## config.mk

```make
export PLATFORM = sky130hd
export DESIGN_NAME = disp_sched
export DESIGN_NICKNAME = d
export VERILOG_FILES = /design/src/rtl/disp_sched.sv
export SDC_FILE = /design/constraint.sdc
export NUM_CORES = 1
export LEC_CHECK = 0
export ABC_AREA = 1
export CAP_MARGIN = 20
export CORE_UTILIZATION = 50
export DETAILED_ROUTE_END_ITERATION = 8
export PLACE_DENSITY = 0.94
export SLEW_MARGIN = 25
export SYNTH_ARGS = -nofsm -noshare
export SYNTH_HDL_FRONTEND = slang
export SYNTH_SLANG_ARGS = --single-unit
```

## constraint.sdc

```tcl
create_clock -name clk -period 4.9 [get_ports clk]
set_input_delay 1.47 -clock clk [delete_from_list [all_inputs] [get_ports clk]]
set_output_delay 1.47 -clock clk [all_outputs]
set_load 0.01 [all_outputs]
```

## src/rtl/disp_sched.sv

```systemverilog
// Round-robin display scheduler: grants one of four sources for DWELL cycles and forwards its word.
// Optional macro DISP_SCHED_IDLE_BLANK_EN clears disp_data whenever the scheduler falls back to IDLE.
module disp_sched #(
  parameter int unsigned DWELL = 2048
) (
  input  logic        clk,
  input  logic        rst_n,
  input  logic [3:0]  req,
  input  logic [32:1] data0,
  input  logic [32:1] data1,
  input  logic [32:1] data2,
  input  logic [32:1] data3,
  output logic [3:0]  gnt,
  output logic [1:0]  owner,
  output logic [32:1] disp_data,
  output logic        busy
);

  typedef enum logic {IDLE, SHOW} state_t;

  localparam logic [15:0] RELOAD = 16'(DWELL - 1);

  state_t      state, state_nx;
  logic [15:0] cnt, cnt_nx;
  logic [3:0]  gnt_nx;
  logic [1:0]  owner_nx, winner, idx;
  logic [32:1] disp_nx, win_data, own_data;
  logic        arb;

  // Scan from owner+3 down to owner+1 so the nearest successor wins; owner+4 (itself) is last resort.
  always_comb begin
    winner = owner;
    idx    = owner;
    for (int unsigned k = 4; k >= 1; k--) begin
      idx = owner + 2'(k);
      if (req[idx]) winner = idx;
    end
  end

  always_comb begin
    case (winner)
      2'd0:    win_data = data0;
      2'd1:    win_data = data1;
      2'd2:    win_data = data2;
      default: win_data = data3;
    endcase
    case (owner)
      2'd0:    own_data = data0;
      2'd1:    own_data = data1;
      2'd2:    own_data = data2;
      default: own_data = data3;
    endcase
  end

  always_comb begin
    state_nx = state;
    cnt_nx   = cnt;
    gnt_nx   = gnt;
    owner_nx = owner;
    disp_nx  = disp_data;
    arb      = (state == IDLE) || (cnt == '0) || !req[owner];
    if (arb) begin
      if (|req) begin
        state_nx = SHOW;
        owner_nx = winner;
        gnt_nx   = 4'b0001 << winner;
        cnt_nx   = RELOAD;
        disp_nx  = win_data;
      end else begin
        state_nx = IDLE;
        gnt_nx   = '0;
        cnt_nx   = '0;
`ifdef DISP_SCHED_IDLE_BLANK_EN
        disp_nx  = '0;
`endif
      end
    end else begin
      cnt_nx  = cnt - 16'd1;
      disp_nx = own_data;
    end
  end

  always_ff @(posedge clk or negedge rst_n) begin
    if (!rst_n) begin
      state     <= IDLE;
      cnt       <= '0;
      gnt       <= '0;
      owner     <= 2'd3;
      disp_data <= '0;
    end else begin
      state     <= state_nx;
      cnt       <= cnt_nx;
      gnt       <= gnt_nx;
      owner     <= owner_nx;
      disp_data <= disp_nx;
    end
  end

  assign busy = |gnt;

endmodule

```

==> reports/metrics.cfg, run 1 <==
[sta]
maxSlewHeadroom = 0.456
fin_ws_ps = 1120
hold_viol_final = 0
fin_worst_skew_ps = 4.90
fin_tns_setup_ps = 0
rsz0062_at_grt = false
setup_viol = 0
fmax_mhz = 264
maxSlewViolCount = 0
worst_pin_slew_ps = 815
fin_crit_ps = 3780
timing.final.crit_share = 0.772

[clocking]
path_clk_slew_ps = 110
cts_buffers = 5
post-cts-setup-buffers = 0
cts_hold_buf = 0
htreeDepth = 2
cts_root_buf = clkbuf_8
cts_resized = 0
worstSkewPairLatency_ps = 320
cts_num_sinks = 55
cts_tree = done
clk_path_buf_depth = 2

[synthesis]
synth_seq_cells = 55
ys_seq_area_frac = 0.282
syn-num-nets = 929
synth_cell_types = 27
synth_cells = 790
synth.top_cell.area_share = 0.272
netlist_area_mm2 = 0.00488
yosysWarnings = 0
yosysTopAreaCell = dfrtp_1
avgSynthCellArea_um2 = 6.18
synth_area_leaders = dfrtp_1 (27%), nand2_1 (16%), inv_1 (8.1%), nand3_1 (7.4%), a221oi_1 (5.7%)

[worst_setup_path]
cp-end-kind = register
reg2reg_depth = 14
worstSetupStartpointType = primary input
cp.arrival_ps = 4000
path_depth = 14
cp.required_ps = 5120
worstSetupEndpoint = disp_data[22]
path_delay_family = buffers and inverters
cp_common_cell = nand2_1
cp_num_buf_inv = 5
slowest_stage = inv_2
cp-startpoint = req[3]
r2r_setup_slack_ps = 1720
worstSetupPathType = in2reg
path_cells = clkdlybuf4s50_1 > inv_1 > nand2_1 > nand3_1 > nand2_1 > inv_1 > nand2_1 > nand2_2 > inv_2 > nand4_1 > nand2_1 > inv_1 > o21ai_1 > nand2_1
crit_path_max_incr_delay_ps = 730
r2r_start = owner[0]
timing.rr.end = disp_data[22]
crit_fanout = 46

[global_routing]
grt_max_degree = 65
grt.total_usage = 0.320
grt_pass1_vias = 5603
grt.overflow.total = 0
grt_pass1_wl_um = 26000
antenna_found_initial = 0

[flow_run]
drv_cap = 0

[hold_path]
worst_hold_path_type = reg2reg

[cells_and_area]
area_delta_synth_final_pct = 36.0
fillers = 803
drive_gt1_frac = 0.0378
multi_input_area_mm2 = 0.00280
antenna_cells = 0
seqCellArea_mm2 = 0.00138
final_nets = 1063

[floorplan]
pin_count = 173
dieArea_mm2 = 0.0102
start_util = 0.521
rows = 35
die_w_um = 101
core_mm2 = 0.00937
die_y_um = 101

[routing]
vias = 5977
postRouteAntennaNets = 0
drt-total-wl_um = 16300
drtIter0Drc = 592
post-route-drc-count = 0
wl_per_cell_um = 15.4
routed_via_density = 5.67
first_pass_iters = 6

[place]
place_ws_ps = 815
routabilityCongestion = 0.905
port_buffers = 172
hpwlAfterDp_um = 10600

[power]
power_frac_clock = 0.054
power_per_cell_area_mw_per_mm2 = 757
p_sw_mw = 2.86
netSwitchingFraction = 0.569
seqPwrFrac = 0.166
p_int_mw = 2.17
p_leak_nw = 3.33
ir_worst_vdd_mv = 0.769
pwr-share-comb = 0.780

[run_status]
outcome = finished clean

==> placed cells by master (no fill, tap or decap), drive strengths merged <==
cell type and n:
a21oi 53, a221oi 32, a31oi 3, buf 12, clkbuf 5, clkdlybuf4s50 171, clkinvlp 2, dfrtp 53
dfstp 2, ha 5, inv 112, nand2 217, nand3 74, nand4 43, nor2 53, nor3 34
nor4 1, o21ai 45, xnor2 4, xor2 4
==> worst reg2reg max path, cell delays in order (launching register included) <==
cell and delay [ps]:
dfstp_2 670, inv_2 130, ha_1 350, inv_1 90
nand3_1 90, nand2_1 70, nand3_1 60, nand2_1 70
nand2_2 320, inv_2 740, nand4_1 190, nand2_1 110
inv_1 50, o21ai_1 70, nand2_1 60
==> sequential cells by signal, summed over array words and instances, names as in the netlist <==
name       count
gnt            4
cnt           16
owner          2
disp_data     32
state          1
==> cells in the mapped netlist <==
| cell | number |
|---|---|
| dfstp_2 | 2 |
| nor2_1 | 52 |
| o21ai_1 | 19 |
| xnor2_1 | 4 |
| nand3_2 | 2 |
| a221oi_1 | 32 |
| nor4_4 | 1 |
| a21oi_1 | 53 |
| nor2_4 | 1 |
| buf_2 | 24 |
| dfrtp_1 | 53 |
| nor3_1 | 34 |
| clkbuf_1 | 21 |
| o21ai_0 | 26 |
| nand2_4 | 1 |
| buf_1 | 1 |
| nand4_1 | 43 |
| inv_1 | 105 |
| nand3_1 | 72 |
| buf_6 | 4 |
| nand2_1 | 214 |
| ha_1 | 5 |
| buf_4 | 6 |
| nand2_2 | 2 |
| a31oi_1 | 3 |
| xor2_1 | 4 |
| inv_2 | 6 |
==> logic make-up (layout without fill, tap and decap cells) <==
family | after synthesis | after routing | share of synthesized area
buffers and inverters | 167 | 302 | 0.145
AND/OR/NAND/NOR | 422 | 422 | 0.384
adder cells (fa/ha/maj) | 5 | 5 | 0.0128
AO/OA/AOI/OAI | 133 | 133 | 0.162
flip-flops | 55 | 55 | 0.282
XOR/XNOR | 8 | 8 | 0.0143
==> worst min-delay path by stage <==
| stage | cells past startpoint | from | slack (ps) | endpoint |
|---|---|---|---|---|
| floorplan | 1 | cnt[0] | 440 | cnt[0] |
| global placement | 1 | cnt[0] | 470 | cnt[0] |
| detailed placement | 1 | cnt[0] | 480 | cnt[0] |
| CTS | 1 | cnt[0] | 500 | cnt[0] |
| global route | 2 | disp_data[7] | 530 | disp_data[7] |
| finish | 2 | disp_data[7] | 500 | disp_data[7] |
==> power by group through the flow <==
stage | Clock, mW | Sequential (mW) | Combinational, mW
detailed placement | 0 | 0.834 | 3.85
finish | 0.271 | 0.834 | 3.92
global placement | 0 | 0.834 | 3.75
global route | 0.286 | 0.854 | 4.36
floorplan | 0 | 0.875 | 2.89
CTS | 0.271 | 0.830 | 3.86
==> per-layer routing <==
metal | share of wire | GRT usage
met5 | 0 | 0
met4 | 0.015 | 0.113
met3 | 0.11 | 0.0451
met1 | 0.40 | 0.410
met2 | 0.48 | 0.552
==> metrics by stage <==
stage	power (mW)	hold WS (ps)	util	std cells	area, um2
final	5.03	504	0.709	1054	6650
after global routing	5.50	531	0.709	1054	6650
after CTS	4.96	495	0.709	1054	6650
after detailed placement	4.68	476	0.699	1046	6550
after global placement	4.59	470	0.699	1046	6550
after floorplan	3.76	440	-	790	4880
==> layout make-up <==
type	count	share of cell area
Tap cell	129	0.0243
Sequential cell	55	0.207
Multi-Input combinational cell	568	0.421
Clock buffer	5	0.0104
Timing Repair Buffer	183	0.271
Clock inverter	3	0.00358
Inverter	111	0.0627
No activity file was read; power rests on OpenSTA's default activity.
==> inputs of run 2 (changes only) <==
- CORE_UTILIZATION: 50 -> 46
- PLACE_DENSITY: 0.94 -> 0.88
- clock period: 4.9 -> 3.5 ns (I/O delays scaled with it)
==> reports/metrics.cfg, run 2 (synthesis gave the netlist of run 1 again) <==
[floorplan]
start_util = 0.473  ; -0.0481
rows = 37  ; +5.7%
die_y_um = 105  ; +4.2%
dieArea_mm2 = 0.0110  ; +8.5%
die_w_um = 105  ; +4.2%
core_mm2 = 0.0103  ; +10%
pin_count = 173  ; unchanged

[clocking]
path_clk_slew_ps = 110  ; about the same
post-cts-setup-buffers = 0  ; unchanged
cts_tree = done
worstSkewPairLatency_ps = 310  ; about the same
cts_hold_buf = 0  ; unchanged
cts_root_buf = clkbuf_8
cts_num_sinks = 55  ; unchanged
clk_path_buf_depth = 2  ; unchanged
cts_resized = 0  ; unchanged
cts_buffers = 5  ; unchanged
htreeDepth = 2  ; unchanged

[worst_setup_path]
r2r_start = owner[0]
crit_fanout = 36  ; -22%
worstSetupStartpointType = primary input
cp-startpoint = req[0]
cp.required_ps = 3710  ; -1410 ps
cp-end-kind = register
cp.arrival_ps = 2970  ; -1030 ps
worstSetupPathType = in2reg

[place]
place_ws_ps = 449  ; -366 ps
port_buffers = 172  ; unchanged
dp_cells = 1061  ; +1.4%
routabilityCongestion = 0.853  ; -5.8%
place_area_mm2 = 0.00663  ; +1.2%
hpwlAfterDp_um = 11000  ; +3.1%

[sta]
fmax_mhz = 362
rsz0062_at_grt = false
maxSlewViolCount = 0  ; unchanged
fin_tns_setup_ps = 0  ; unchanged
setup_viol = 0  ; unchanged
timing.final.crit_share = 0.789
worst_pin_slew_ps = 758  ; -57.6 ps
maxSlewHeadroom = 0.495  ; +0.0384
fin_worst_skew_ps = 8.73  ; +3.82 ps
hold_viol_final = 0  ; unchanged
fin_ws_ps = 739  ; -377 ps
fin_crit_ps = 2760
whs_ps = 474  ; -29.7 ps

[cells_and_area]
largest_reg_flops = 32  ; unchanged
largestRegisters = disp_data (32), cnt (16), gnt (4)
final_common_cell = nand2_1
final_util = 0.652  ; -0.0574
antenna_cells = 0  ; unchanged
final_nets = 1071  ; +0.75%
instances_no_fill = 1069  ; +1.4%
area_delta_synth_final_pct = 37.7
largest_register = disp_data
final_area_mm2 = 0.00673  ; +1.2%
fillers = 945  ; +18%
final_cell_mix = nand2_1 (214), clkdlybuf4s50_1 (171), inv_1 (105)
drive_gt1_frac = 0.0461  ; +0.00825

[global_routing]
grt_pass1_vias = 5400  ; -3.6%
grt.overflow.total = 0  ; unchanged
antenna_found_initial = 0  ; unchanged
grt.total_usage = 0.291  ; -0.0291
grt_max_degree = 47  ; -28%
grt_pass1_wl_um = 26000  ; about the same

[routing]
routed_via_density = 5.56  ; -1.9%
drt-total-wl_um = 16100  ; -1.3%
drtIter0Drc = 470  ; -21%
first_pass_iters = 8  ; +2
wl_per_cell_um = 15.0  ; -2.7%
vias = 5946  ; -0.52%
post-route-drc-count = 0  ; unchanged
postRouteAntennaNets = 0  ; unchanged

[hold_path]
hold_start = cnt[0]
worst_hold_path_type = reg2reg

[power]
power_per_cell_area_mw_per_mm2 = 1060  ; +40%
p_leak_nw = 3.37  ; +1.4%
ir_worst_vdd_mv = 0.724  ; -5.9%
total_power_mw = 7.15  ; +42%

[run_status]
outcome = finished clean

[flow_run]
drv_cap = 0  ; unchanged

## run 2: changes by cell type in the layout (fill, tap and decap cells not counted), sizes merged
cell / delta
buf: +8
clkinvlp: -1
inv: +1
## run 2: worst max-delay path, stage by stage
cell and delay, ps:
clkdlybuf4s50_1 530, inv_1 80, nand2_1 80, nand3_1 100
nand2_1 100, nand3_2 90, nand2_1 80, nand2_2 70
nand2_4 90, buf_4 360, a21oi_1 120, o21ai_1 150
nand2_1 60
## run 2: path summary, 6_finish.rpt
check	to	cells after the start	slack, ps
min reg2reg	cnt[0]	1	470
max	disp_data[21]	13	740
max reg2reg	disp_data[21]	13	960
min	cnt[0]	1	470
max in group asynchronous	owner[0]	2	1940
min in group asynchronous	cnt[4]	1	770
## run 2: cell type report
type | instances | area, um2 | area share
clock buffer | 5 | 68.8 | 0.0102
clock inverter | 3 | 25.0 | 0.00372
inverter | 111 | 417 | 0.0619
multi-input combinational | 568 | 2800 | 0.416
sequential | 55 | 1380 | 0.205
tap | 136 | 170 | 0.0253
timing repair buffer | 191 | 1870 | 0.278
## run 2: routing by layer
metal,vias up,global-route usage,wire length [um]
li1,2902,-,-
met1,2685,0.381,6580
met2,322,0.476,7610
met3,37,0.0549,1500
met4,0,0.108,379
met5,-,0,0
## run 2: report_power, final
| group | leakage (nW) | internal, mW | total (mW) | switching (mW) |
|---|---|---|---|---|
| Combinational | 2.67 | 2.06 | 5.61 | 3.54 |
| Clock | 0.0452 | 0.147 | 0.381 | 0.234 |
| Sequential | 0.658 | 0.954 | 1.16 | 0.202 |
